## config.mk

```make
export PLATFORM = sky130hd
export DESIGN_NAME = div_iter
export DESIGN_NICKNAME = d
export VERILOG_FILES = /design/src/rtl/div_iter.sv
export SDC_FILE = /design/constraint.sdc
export NUM_CORES = 1
export LEC_CHECK = 0
export BUFFER_PORTS_ARGS = -buffer_cell sky130_fd_sc_hd__buf_2
export CORE_MARGIN = 2
export CORE_UTILIZATION = 32
export CTS_CLUSTER_SIZE = 12
export DETAILED_ROUTE_END_ITERATION = 8
export PLACE_DENSITY = 0.58
export SYNTH_ARGS = -nofsm -noshare
export SYNTH_HDL_FRONTEND = slang
export SYNTH_SLANG_ARGS = --single-unit
```

## constraint.sdc

```tcl
create_clock -name clk -period 5 [get_ports clk]
set_input_delay 0.25 -clock clk [delete_from_list [all_inputs] [get_ports clk]]
set_output_delay 0.25 -clock clk [all_outputs]
set_load 0.005 [all_outputs]
```

## src/rtl/div_iter.sv

```systemverilog
// Iterative radix-2 restoring divider: one quotient bit per clock, signed/unsigned,
// flush (annul) and divide-by-zero support, result held until start_i drops.
module div_iter #(
    parameter int WIDTH = 32
) (
    input  logic               clk,
    input  logic               rst,
    input  logic               signed_div_i,
    input  logic [WIDTH-1:0]   opdata1_i,
    input  logic [WIDTH-1:0]   opdata2_i,
    input  logic               start_i,
    input  logic               annul_i,
    output logic [2*WIDTH-1:0] result_o,
    output logic               ready_o,
    output logic               busy_o
);

    localparam int CNT_W = $clog2(WIDTH + 1);
    localparam logic [CNT_W-1:0] CNT_LAST = CNT_W'(WIDTH);

    typedef enum logic [1:0] {
        S_IDLE   = 2'd0,
        S_BYZERO = 2'd1,
        S_ON     = 2'd2,
        S_END    = 2'd3
    } state_t;

    state_t           state;
    state_t           state_nxt;
    logic [CNT_W-1:0] cnt;

    logic [WIDTH-1:0]   rem;
    logic [WIDTH-1:0]   dvd;
    logic [WIDTH-1:0]   dsr;
    logic               neg_q;
    logic               neg_r;
    logic [2*WIDTH-1:0] result_q;

    logic               accept;
    logic               stepping;
    logic               finishing;
    logic [WIDTH:0]     shifted;
    logic [WIDTH:0]     diff;
    logic               q_bit;
    logic [WIDTH-1:0]   rem_nxt;

    function automatic logic [WIDTH-1:0] magnitude(input logic [WIDTH-1:0] x, input logic sgn);
        return (sgn && x[WIDTH-1]) ? -x : x;
    endfunction

    function automatic logic [WIDTH-1:0] sign_fix(input logic [WIDTH-1:0] x, input logic neg);
        return neg ? -x : x;
    endfunction

    assign accept    = (state == S_IDLE) && start_i && !annul_i;
    assign stepping  = (state == S_ON) && !annul_i && (cnt != CNT_LAST);
    assign finishing = (state == S_ON) && !annul_i && (cnt == CNT_LAST);

    // A shifted partial remainder with its top bit set already exceeds any
    // WIDTH-bit divisor; otherwise the borrow of the WIDTH+1 bit subtract decides.
    assign shifted = {rem, dvd[WIDTH-1]};
    assign diff    = shifted - {1'b0, dsr};
    assign q_bit   = shifted[WIDTH] | ~diff[WIDTH];
    assign rem_nxt = q_bit ? diff[WIDTH-1:0] : shifted[WIDTH-1:0];

    always_ff @(posedge clk or negedge rst) begin
        if (!rst) begin
            state <= S_IDLE;
            cnt   <= '0;
        end else begin
            state <= state_nxt;
            if (state == S_IDLE) begin
                cnt <= '0;
            end else if (stepping) begin
                cnt <= cnt + 1'b1;
            end
        end
    end

    always_comb begin
        state_nxt = state;
        case (state)
            S_IDLE: begin
                if (accept) begin
                    state_nxt = (opdata2_i == '0) ? S_BYZERO : S_ON;
                end
            end
            S_BYZERO: state_nxt = S_END;
            S_ON: begin
                if (annul_i) begin
                    state_nxt = S_IDLE;
                end else if (cnt == CNT_LAST) begin
                    state_nxt = S_END;
                end
            end
            S_END: begin
                if (!start_i) begin
                    state_nxt = S_IDLE;
                end
            end
            default: state_nxt = S_IDLE;
        endcase
    end

    // Datapath registers carry no reset; outputs are gated by state instead.
    always_ff @(posedge clk) begin
        if (accept) begin
            rem   <= '0;
            dvd   <= magnitude(opdata1_i, signed_div_i);
            dsr   <= magnitude(opdata2_i, signed_div_i);
            neg_q <= signed_div_i && (opdata1_i[WIDTH-1] ^ opdata2_i[WIDTH-1]);
            neg_r <= signed_div_i && opdata1_i[WIDTH-1];
        end else if (stepping) begin
            rem <= rem_nxt;
            dvd <= {dvd[WIDTH-2:0], q_bit};
        end

        if (finishing) begin
            result_q <= {sign_fix(rem, neg_r), sign_fix(dvd, neg_q)};
        end else if (state == S_BYZERO) begin
            result_q <= '0;
        end
    end

    assign ready_o  = (state == S_END);
    assign busy_o   = (state == S_ON) || (state == S_BYZERO);
    assign result_o = ready_o ? result_q : '0;

endmodule
```

# [Yosys cells after proc, flatten, opt, wreduce, memory -nomap -nowiden]
# Index checks and enable logic that the tools add are counted.
[word_totals] reg_bits=170 wordCells=59
[classes] n_bitwise=3 eq_ne=8 reduce_logical=16 n_mux=18 add_sub_neg=6
[ops] operator="$mux 32" count=7
[ops] operator="$mux 64" count=3
[ops] operator="$neg 32->32" count=4
[ops] operator="$sub 33x32->33" count=1
[ops] operator="$logic_not 32->1" count=1
[ops] operator="$mux 6" count=2
[ops] operator="$mux 2" count=5
[ops] operator="$logic_and 1x1->1" count=8
[ops] operator="$pmux 2 s4" count=1
[ops] operator="$add 6x1->6 const B" count=1
[ops] operator="$eq 6x6->1 const B" count=1
[ops] operator="$ne 6x6->1 const B" count=1
[ops] operator="$reduce_bool 2->1" count=3
[ops] operator="$eq 2x2->1 const B" count=2
[ops] operator="$ne 2x2->1 const B" count=2
[ops] operator="$ne 3x2->1 const B" count=1
[ops] operator="$reduce_and 3->1" count=1
[ops] operator="$eq 2x1->1 const B" count=1
[ops] operator="$logic_not 2->1" count=1
[ops] operator="$logic_not 1->1" count=1
[ops] operator="$logic_or 1x1->1" count=1
[ops] operator="$not 1->1" count=1
[ops] operator="$or 1x1->1" count=1
[ops] operator="$xor 1x1->1" count=1

# [Depth between registers and ports, before layout]
# Gate-level depths: netlist of run 1.
[logic_depth] depth_word=5 depth_mapped=13

# [Worst setup path before layout of run 1]
# No wires, ideal clock.
[synth_path] kind="register to register" from="register state[0]" to="register result_q[0] (enable)" synth_period_minus_slack_ns=3.087 setup_slack_ns=1.913 required_time_ns=4.568 stages_incl_launch_ff=7 arrival_time_ns=2.654 path_cell_list="dfrtp_1 inv_1 ha_1 nor2b_1 nand2b_1 clkbuf_1 nand2b_1"
[synth_via] elab_chain_len=4 elab_cells_between_ends=5 cone_classes="eq/ne (2); reduce/logical (3)"
[synth_lines] item="start: declaration" line_no="28" source="state_t state;"
[synth_lines] item="start signal: assignment" line_no="71" source="state <= state_nxt;"
[synth_lines] item="$eq 2x2->1" line_no="57" source="assign finishing = (state == S_ON) && !annul_i && (cnt == CNT_LAST);"
[synth_lines] item="$logic_and 1x1->1 (2 in a row)" line_no="57"
[synth_lines] item="$reduce_bool 2->1 (no source line) *"
[synth_lines] item="end signal: assignment" line_no="119" source="result_q <= {sign_fix(rem, neg_r), sign_fix(dvd, neg_q)};"
[synth_lines] item="end: declaration" line_no="37" source="logic [2*WIDTH-1:0] result_q;"
# Every way passes the cells marked *; elsewhere a longest branch is shown, timed or not.
# A chain may end at the register's enable or synchronous reset.

# [Worst setup path in the final report of run 1]
[layout_path] from="register dvd[31]" to="register rem[13]"
[layout_via] elab_chain_len=4
[layout_lines] item="start: declaration" line_no="33" source="logic [WIDTH-1:0] dvd;"
[layout_lines] item="start signal: assignment" line_no="109" source="dvd <= magnitude(opdata1_i, signed_div_i);"
[layout_lines] item="start signal: assignment" line_no="115" source="dvd <= {dvd[WIDTH-2:0], q_bit};"
[layout_lines] item="$sub 33x32->33 *" line_no="62" source="assign diff = shifted - {1'b0, dsr};"
[layout_lines] item="$not 1->1" line_no="63" source="assign q_bit = shifted[WIDTH] | ~diff[WIDTH];"
[layout_lines] item="$or 1x1->1" line_no="63"
[layout_lines] item="$mux 32 *" line_no="64" source="assign rem_nxt = q_bit ? diff[WIDTH-1:0] : shifted[WIDTH-1:0];"
[layout_lines] item="end signal: assignment" line_no="114" source="rem <= rem_nxt;"
[layout_lines] item="end: declaration" line_no="32" source="logic [WIDTH-1:0] rem;"
# Marks and branches as above.

==> reports/metrics.cfg, run 1 <==
[place]
place_congestion=0.826
io_buffers=134
placed_area_mm2=0.0123
dp.cells=1774
place_hpwl_mm=21.0
place_worst_setup_slack_ps=1450

[clock_tree]
clk-insertion-delay-late_ps=430
clock-sinks=170
cts_tree=yes
clk_path_buf_depth=2
cts_buffers=17
clk_pin_slew_ps=70
cts_max_level=4
root_buffer=clkbuf_16

[sta]
finalHoldViolations=0
period_share_pct=71.4
final-max-slew-violation-count=0
finalSetupViolCount=0
final.setup.worst_slack_ps=1430
finalSetupTns_ps=0
rsz0062_at_grt=false
fmax_mhz=280
finalClockSkew_ps=11.0
tightest_slew_ps=1000
relSlewSlack_pct=33.2
hold_slack_ps=115
period_needed_ps=3570

[detailed_routing]
drc=0
drtIter0Drc=556
via_per_inst=4.91
postRouteWirelength_mm=27.5
dr_total_vias=8878
wire_per_inst_um=15.2
ant_nets=0
first_pass_iters=5

[floorplanning]
io_pins=135
core-area_mm2=0.0345
die_area_mm2=0.0366
rows=68
die_w_um=191
die_y_um=191
initial_core_util_pct=32.5

[critical_path]
cp_max_fo=28
worstPathArrival_ps=3850
start_kind=flop
worstSetupEndpointType=flop
r2r-start=dvd[31]
cp.required_ps=5280
reg2reg_depth=13
path_class=reg2reg
crit_start=dvd[31]
reg2reg_slack_ps=1430
endpoint=rem[13]
timing.rr.end=rem[13]

[worst_hold_path]
whs_path_depth=1
hold_class=in2reg

[synthesis]
synth.distinct_cells=71
postSynthCellCount=1227
synth_seq_area_share_pct=42.3
synth-edff-count=130
synth_nets=1339
ys_seq_elements=170
syn_avg_cell_area_um2=9.14
synth_top_flop_cell=edfxtp_1
synth_area_mm2=0.0112
yosysWarningCount=0
async_flop_share_pct=4.71

[pwr]
seq_power_share_pct=37.2
p_switching_mw=2.60
power_density_mw_per_mm2=505
intPower_mw=3.93
clkPwrFrac_pct=20.6
totalPowerFinal_mw=6.53
power_leakage_nw=5.23
max-vdd-ir-drop_uv=265
combinationalPowerShare_pct=42.2
switching_share_pct=39.7

[final_layout]
areaGrowthSynthToFinish_pct=15.3
stdcell_area_mm2=0.0129
layoutNonFillerInstCount=1807
drive_above_1_share_pct=14.2
num_antenna_cells=0
fin_nets=1451
fillers=3552
final_core_util_pct=37.4
layout_commonest_cell=buf_2
final_cell_mix=134 x buf_2, 131 x nand2_1, 130 x edfxtp_1

[job]
max_cap_violations=0

[outcome]
status=finished clean

[global_routing]
grt_max_degree=76
grt_pass1_wl_mm=44.2
grt-ovfl-total=0
grt_pass1_vias=8575
grt_antenna_before_repair=1
groute.usage.overall_pct=15.2

registers in the layout, indices dropped and copies added, names as in the netlist:
signal / cells
cnt: 6
dsr: 32
dvd: 32
neg_q: 1
neg_r: 1
rem: 32
result_q: 64
state: 2
metal layers:
layer	up-vias	track usage, %	wire length (µm)	part of all wire [%]
met3	21	2.50	1280	4.7
met1	4128	21.5	13800	50
met4	2	4.17	281	1.0
met5	-	0	13	0.047
met2	177	24.0	12200	44
li1	4550	-	-	-
worst max-delay path, stage by stage, from the launching register on:
cell and delay (ps):
edfxtp_1 370, inv_1 90, ha_1 230, fa_1 410, nand2b_1 180, a21oi_1 220, o21bai_1 180, a211oi_1 340
nor3b_1 130, o21a_1 240, o21bai_2 210, buf_4 450, mux2i_1 270, a211oi_1 90
Yosys cell counts, drive strengths merged, types with 7 or more instances:
cell type,instances,area share [%]
a21o,10,0.67
xnor2,73,5.7
xor2,76,5.9
a21oi,64,2.9
a211oi,8,0.54
o31ai,29,2.1
or3,19,1.1
mux2i,27,2.4
or4,13,0.90
nand4,9,0.50
o21ai,92,4.1
nand2,131,4.4
nor2b,9,0.50
clkbuf,42,1.4
nor2,122,4.1
buf,7,0.29
nor4,11,0.94
inv,62,2.1
dfrtp,8,1.8
dfxtp,32,5.7
ha,42,4.7
o21bai,7,0.47
edfxtp,130,35
and2,76,4.2
nor3,23,1.1
nand2b,9,0.50
o41ai,11,0.86
nand3,29,1.3
power groups by stage:
stage	registers [mW]	logic, mW	clock network [mW]
6_report	2.43	2.75	1.35
5_1_grt	2.49	3.11	1.44
4_1_cts	2.43	2.77	1.37
3_5_place_dp	2.46	2.76	0
3_3_place_gp	2.44	2.72	0
2_1_floorplan	2.30	2.09	0
final cells by class:
class                   count  area, µm²  share of cell area (%)
clock buffers              17        425                    3.29
clock inverters            15        166                    1.29
inverters                  63        236                    1.83
multi-input cells         945       6060                    46.8
flip-flops and latches    170       4740                    36.7
well taps                 455        569                    4.40
repair buffers            142        733                    5.67
timing repair:
item                                    4_1_cts  5_1_grt
buffers inserted                              0        0
hold buffers                                  1        0
endpoints found under the hold margin         8        0
endpoints found under the setup margin        0        0
gates resized for setup                       0        0
cells by family after synthesis:
logic type / share of synthesized area [%]
compound gates: 14.3
xor+xnor: 11.6
fa+ha+maj: 4.86
buf+inv: 3.80
flops: 42.3
mux: 2.41
simple gates: 20.7
worst min-delay path by stage:
| stage | to | from |
|---|---|---|
| floorplan | cnt[0] | rst |
| global placement | state[1] | rst |
| detailed placement | state[0] | rst |
| CTS | dsr[0] | opdata2_i[0] |
| global route | dsr[0] | opdata2_i[0] |
| finish | dsr[0] | opdata2_i[0] |
No activity file was read; power rests on OpenSTA's default activity.
==> run 2, diff against run 1 <==
--- a/config.mk
+++ b/config.mk
@@ -10,7 +10,7 @@
 export CORE_UTILIZATION = 32
 export CTS_CLUSTER_SIZE = 12
 export DETAILED_ROUTE_END_ITERATION = 8
-export PLACE_DENSITY = 0.58
+export PLACE_DENSITY = 0.6
 export SYNTH_ARGS = -nofsm -noshare
 export SYNTH_HDL_FRONTEND = slang
 export SYNTH_SLANG_ARGS = --single-unit
==> constraint.sdc (replaced) <==
create_clock -name clk -period 3 [get_ports clk]
set_input_delay 0.15 -clock clk [delete_from_list [all_inputs] [get_ports clk]]
set_output_delay 0.15 -clock clk [all_outputs]
set_load 0.005 [all_outputs]
==> run 2 against run 1 <==
Net effect: first-iteration DRC count decreased by 8.6%; combinational power increased by 100%; register-to-register slack got worse by 1300 ps; global-route usage increased by 0.82 points; via count increased by 4.7%; sequential cell count unchanged; largest cell class unchanged.
==> reports/metrics.cfg, run 2 (synthesis results as in run 1) <==
[pwr]
power_density_mw_per_mm2=858  ; +70%
power_leakage_nw=5.62  ; +7.4%
totalPowerFinal_mw=11.7  ; +80%
max-vdd-ir-drop_uv=526  ; +99%

[sta]
final-max-slew-violation-count=0  ; unchanged
finalSetupTns_ps=0  ; unchanged
final.setup.worst_slack_ps=134  ; -1300 ps
fmax_mhz=349  ; +25%
finalClockSkew_ps=8.86  ; -2.10 ps
tightest_slew_ps=913  ; -88.7 ps
period_needed_ps=2870  ; -704 ps
relSlewSlack_pct=39.1  ; +5.9 points
period_share_pct=95.5  ; +24 points
finalHoldViolations=0  ; unchanged
finalSetupViolCount=0  ; unchanged
rsz0062_at_grt=true

[clock_tree]
clock-sinks=170  ; unchanged
cts_buffers=17  ; unchanged
root_buffer=clkbuf_16
cts_max_level=4  ; unchanged
clk-insertion-delay-late_ps=440  ; about the same
cts_tree=yes
clk_pin_slew_ps=70  ; about the same
clk_path_buf_depth=2  ; unchanged

[final_layout]
drive_above_1_share_pct=19.8  ; +5.6 points
layout_commonest_cell=buf_2
largest_register_ffs=64  ; unchanged
final_core_util_pct=39.6  ; +2.2 points
fin_nets=1520  ; +4.8%
areaGrowthSynthToFinish_pct=21.9
regMostFlops=result_q
stdcell_area_mm2=0.0137  ; +5.8%
final_cell_mix=134 x buf_2, 131 x nand2_1, 130 x edfxtp_1
num_antenna_cells=0  ; unchanged

[detailed_routing]
drc=0  ; unchanged
ant_nets=0  ; unchanged
first_pass_iters=5  ; unchanged
postRouteWirelength_mm=28.8  ; +4.7%
wire_per_inst_um=15.3  ; +0.82%
drtIter0Drc=508  ; -8.6%
dr_total_vias=9296  ; +4.7%
via_per_inst=4.96  ; +0.86%

[place]
io_buffers=134  ; unchanged
place_hpwl_mm=21.7  ; +3.0%
placed_area_mm2=0.0128  ; +3.7%
place_congestion=0.849  ; +2.8%
place_worst_setup_slack_ps=-212  ; -1660 ps

[critical_path]
cp.required_ps=3180  ; -2100 ps
worstSetupEndpointType=flop
path_cells=or4_4 > nor4_4 > or3b_4 > or3_4 > or3_1 > nand2_1 > xor2_1 > nor2_1
cp_max_fo=5  ; -82%
start_kind=flop
critPathMaxStageDelay_ps=570  ; +120 ps
reg2reg_depth=8  ; -5
crit_cells=8  ; -5
worstPathArrival_ps=3050  ; -800 ps
slowest_stage=or4_4
crit_family=simple AND/OR/NAND/NOR gates
path_buf_inv=0  ; -2
path_class=reg2reg

[outcome]
status=finished clean

[global_routing]
grt_use_met2_pct=25.8  ; +1.8 points
grt_use_met1_pct=22.6  ; +1.0 points
grtUsageMet3_pct=2.26  ; -0.24 points
grt_max_degree=65  ; -14%
grt_pass1_vias=8930  ; +4.1%
grt_pass1_wl_mm=46.6  ; +5.5%
grt-ovfl-total=0  ; unchanged
grt_antenna_before_repair=0  ; -1
top_usage_layer=met2
groute.usage.overall_pct=16.1  ; +0.82 points

[job]
max_cap_violations=0  ; unchanged

[floorplanning]
die_area_mm2=0.0366  ; unchanged
core-area_mm2=0.0345  ; unchanged
rows=68  ; unchanged
die_y_um=191  ; unchanged
die_w_um=191  ; unchanged
io_pins=135  ; unchanged
initial_core_util_pct=32.5  ; unchanged

[worst_hold_path]
whs_path_depth=2  ; +1
hold_class=in2reg

[run 2: path summary, 6_finish.rpt]
| path | from | to | slack, ps |
|---|---|---|---|
| worst max-delay path | rem[7] | result_q[52] | 130 |
| worst min-delay path | opdata2_i[18] | dsr[18] | 20 |
| worst max register to register | rem[7] | result_q[52] | 130 |
| worst min register to register | rem[6] | rem[6] | 500 |
| max in group asynchronous | rst | cnt[3] | 2720 |
| min in group asynchronous | rst | cnt[0] | 90 |
[run 2: area by class of cell]
class	instances	area, µm²
fill	3520	20900
clock buffer	18	429
sequential	170	4750
timing repair buffer	211	1370
tap	455	569
inverter	63	240
clock inverter	14	161
multi-input combinational	945	6160
[run 2: routing by layer]
metal,wire (µm),vias to the layer above
li1,-,4688
met5,0,-
met2,13100,196
met1,14100,4386
met4,370,0
met3,1170,26
[run 2: metrics by stage]
| step | hold WS [ps] | cells |
|---|---|---|
| after floorplan | -146 | 1227 |
| after global placement | 5.34 | 1829 |
| after detailed placement | 15.6 | 1829 |
| after CTS | 13.6 | 1871 |
| after global routing | 30.3 | 1876 |
| final | 24.2 | 1876 |
[run 2: repair_timing]
| item | CTS | global route |
|---|---|---|
| resized for setup | 11 | 22 |
| cloned | 2 | 1 |
| endpoints found under the setup margin | 33 | 39 |
| endpoints found under the hold margin | 9 | 0 |
| hold buffers | 2 | 0 |
| pin swaps | 5 | 11 |
| setup buffers | 6 | 4 |
[run 2: power by group]
group	internal [mW]	switching, mW
clock network	1.25	1.02
registers	3.39	0.544
logic	2.51	3.03
total	7.14	4.59
==> run 3, diff against run 2 <==
--- a/config.mk
+++ b/config.mk
@@ -10,7 +10,8 @@
 export CORE_UTILIZATION = 32
 export CTS_CLUSTER_SIZE = 12
 export DETAILED_ROUTE_END_ITERATION = 8
-export PLACE_DENSITY = 0.6
+export HOLD_SLACK_MARGIN = 0.08
+export PLACE_DENSITY = 0.58
 export SYNTH_ARGS = -nofsm -noshare
 export SYNTH_HDL_FRONTEND = slang
 export SYNTH_SLANG_ARGS = --single-unit
==> constraint.sdc (replaced) <==
create_clock -name clk -period 3.2 [get_ports clk]
set_input_delay 0.16 -clock clk [delete_from_list [all_inputs] [get_ports clk]]
set_output_delay 0.16 -clock clk [all_outputs]
set_load 0.005 [all_outputs]
==> run 3 against run 2 <==
Net effect: sequential cell count unchanged; setup slack improved by 27 ps; clock skew rose by 1.5 ps; sequential power is 5.9% lower; register-to-register slack improved by 30 ps; fmax is 5.7% lower; critical path type unchanged; worst hold slack better by 81 ps.
==> reports/metrics.cfg, run 3 (synthesis results as in run 1) <==
[final_layout]
multi_input_area_mm2=0.00609  ; -1.1%
num_antenna_cells=0  ; unchanged
stdcell_area_mm2=0.0136  ; -0.41%
fillers=3514  ; -0.17%
fin_nets=1510  ; -0.66%
final_cell_mix=134 x buf_2, 131 x nand2_1, 130 x edfxtp_1
largest_register_ffs=64  ; unchanged
regMostFlops=result_q
layout_commonest_cell=buf_2
layoutNonFillerInstCount=1866  ; -0.53%
seq_area_mm2=0.00475  ; -0.11%
drive_above_1_share_pct=16.5  ; -3.3 points
areaGrowthSynthToFinish_pct=21.4

[global_routing]
grt_antenna_before_repair=0  ; unchanged
grtUsageMet3_pct=2.77  ; +0.51 points
top_usage_layer=met2
grt_use_met1_pct=20.9  ; -1.6 points
groute.usage.overall_pct=15.5  ; -0.53 points
grt_use_met2_pct=25.5  ; -0.35 points
grt_pass1_wl_mm=44.9  ; -3.7%
grt-ovfl-total=0  ; unchanged
grt_max_degree=67  ; +3.1%
grt_pass1_vias=8747  ; -2.0%

[floorplanning]
die_area_mm2=0.0366  ; unchanged
die_w_um=191  ; unchanged
core-area_mm2=0.0345  ; unchanged
die_y_um=191  ; unchanged
io_pins=135  ; unchanged
initial_core_util_pct=32.5  ; unchanged
rows=68  ; unchanged

[detailed_routing]
wire_per_inst_um=15.3  ; -0.49%
ant_nets=0  ; unchanged
drtIter0Drc=512  ; +0.79%
dr_total_vias=9165  ; -1.4%
first_pass_iters=5  ; unchanged
drc=0  ; unchanged
postRouteWirelength_mm=28.5  ; -1.0%
via_per_inst=4.91  ; -0.88%

[clock_tree]
clk_pin_slew_ps=70  ; about the same
clock-sinks=170  ; unchanged
root_buffer=clkbuf_16
clk-insertion-delay-late_ps=430  ; about the same
cts_buffers=17  ; unchanged
clk_path_buf_depth=2  ; unchanged
cts_max_level=4  ; unchanged
cts_tree=yes

[critical_path]
r2r-start=rem[0]
path_class=reg2reg
crit_family=simple AND/OR/NAND/NOR gates
crit_start=rem[0]
critPathMaxStageDelay_ps=450  ; -120 ps
start_kind=flop
cp_max_fo=5  ; unchanged
worstSetupEndpointType=flop
slowest_stage=or3b_1
path_buf_inv=1  ; +1
path_cells=inv_1 > ha_1 > nand2_1 > or3_1 > or3b_1 > or3_4 > o31ai_4 > a21boi_2 > xor2_1 > nor2_1
worstPathArrival_ps=3200  ; +150 ps
cp.required_ps=3360  ; +180 ps

[sta]
finalHoldViolations=0  ; unchanged
finalSetupViolCount=0  ; unchanged
fmax_mhz=329  ; -5.7%
period_share_pct=95.0  ; -0.58 points
period_needed_ps=3040  ; +173 ps
final-max-slew-violation-count=0  ; unchanged
tightest_slew_ps=1000  ; +89.9 ps
finalClockSkew_ps=10.3  ; +1.46 ps
relSlewSlack_pct=33.1  ; -6.0 points

[place]
place_hpwl_mm=21.6  ; -0.48%
placed_area_mm2=0.0126  ; -1.7%
dp.cells=1803  ; -1.4%
place_congestion=0.852  ; +0.41%
io_buffers=134  ; unchanged

[pwr]
max-vdd-ir-drop_uv=472  ; -10%
seq_power_share_pct=34.1  ; +0.6 points
power_density_mw_per_mm2=798  ; -7.0%
intPower_mw=6.71  ; -6.1%
p_switching_mw=4.16  ; -9.4%
power_leakage_nw=5.58  ; -0.75%
combinationalPowerShare_pct=44.4  ; -2.8 points
totalPowerFinal_mw=10.9  ; -7.4%
clkPwrFrac_pct=21.5  ; +2.2 points
switching_share_pct=38.3  ; -0.87 points

[outcome]
status=finished clean

[worst_hold_path]
hold_class=in2async

[job]
max_cap_violations=0  ; unchanged

[run 3: worst register-to-register path, stage by stage (launching register included)]
cell and delay [ps]:
dfxtp_1 340, inv_1 190, ha_1 200, nand2_1 60
or3_1 380, or3b_1 450, or3_4 430, o31ai_4 300
a21boi_2 220, xor2_1 160, nor2_1 50
[run 3: power groups by stage]
stage | Clock [mW] | Sequential (mW) | Combinational, mW
after floorplan | 0 | 3.60 | 3.27
after global placement | 0 | 3.72 | 4.55
after detailed placement | 0 | 3.74 | 4.60
after CTS | 2.40 | 3.69 | 4.66
after global routing | 2.47 | 3.79 | 5.39
final | 2.34 | 3.70 | 4.82
[run 3: area by class of cell]
class,count,area share [%]
Multi-Input combinational cell,945,44.7
Sequential cell,170,34.8
Timing Repair Buffer,201,9.71
Tap cell,455,4.18
Clock buffer,18,3.15
Inverter,63,1.74
Clock inverter,14,1.69
[run 3: worst paths after layout]
check | to | slack, ps | cells after the start
max | result_q[62] | 160 | 10
min reg2reg | rem[2] | 530 | 2
max in group asynchronous | state[0] | 2930 | 2
min | cnt[4] | 110 | 2
min in group clk | dsr[16] | 110 | 3
max reg2reg | result_q[62] | 160 | 10
[run 3: per-stage QoR]
step | setup TNS, ps | worst slack (ps) | hold slack (ps) | utilization [%]
after floorplan | 0 | 113 | -136 | -
after global placement | 0 | 67.9 | 13.3 | 36.4
after detailed placement | -143 | -28.6 | 13.6 | 36.4
after CTS | 0 | 50.5 | 84.4 | 39.1
after global routing | -110 | -26.1 | 113 | 39.4
final | 0 | 161 | 105 | 39.4
[run 3: timing repair]
item / 4_1_cts / 5_1_grt
gates cloned: 0 / 3
resized for setup: 1 / 9
hold buffers: 26 / 0
endpoints found under the setup margin: 24 / 33
buffers inserted: 0 / 2
endpoints found under the hold margin: 33 / 0
pin swaps: 0 / 3
[run 3: metal layers]
metal | vias up | wire, µm | share of wire, %
met1 | 4279 | 13600 | 48
met2 | 189 | 13000 | 46
li1 | 4668 | - | -
met5 | - | 0 | 0
met3 | 29 | 1440 | 5.0
met4 | 0 | 422 | 1.5
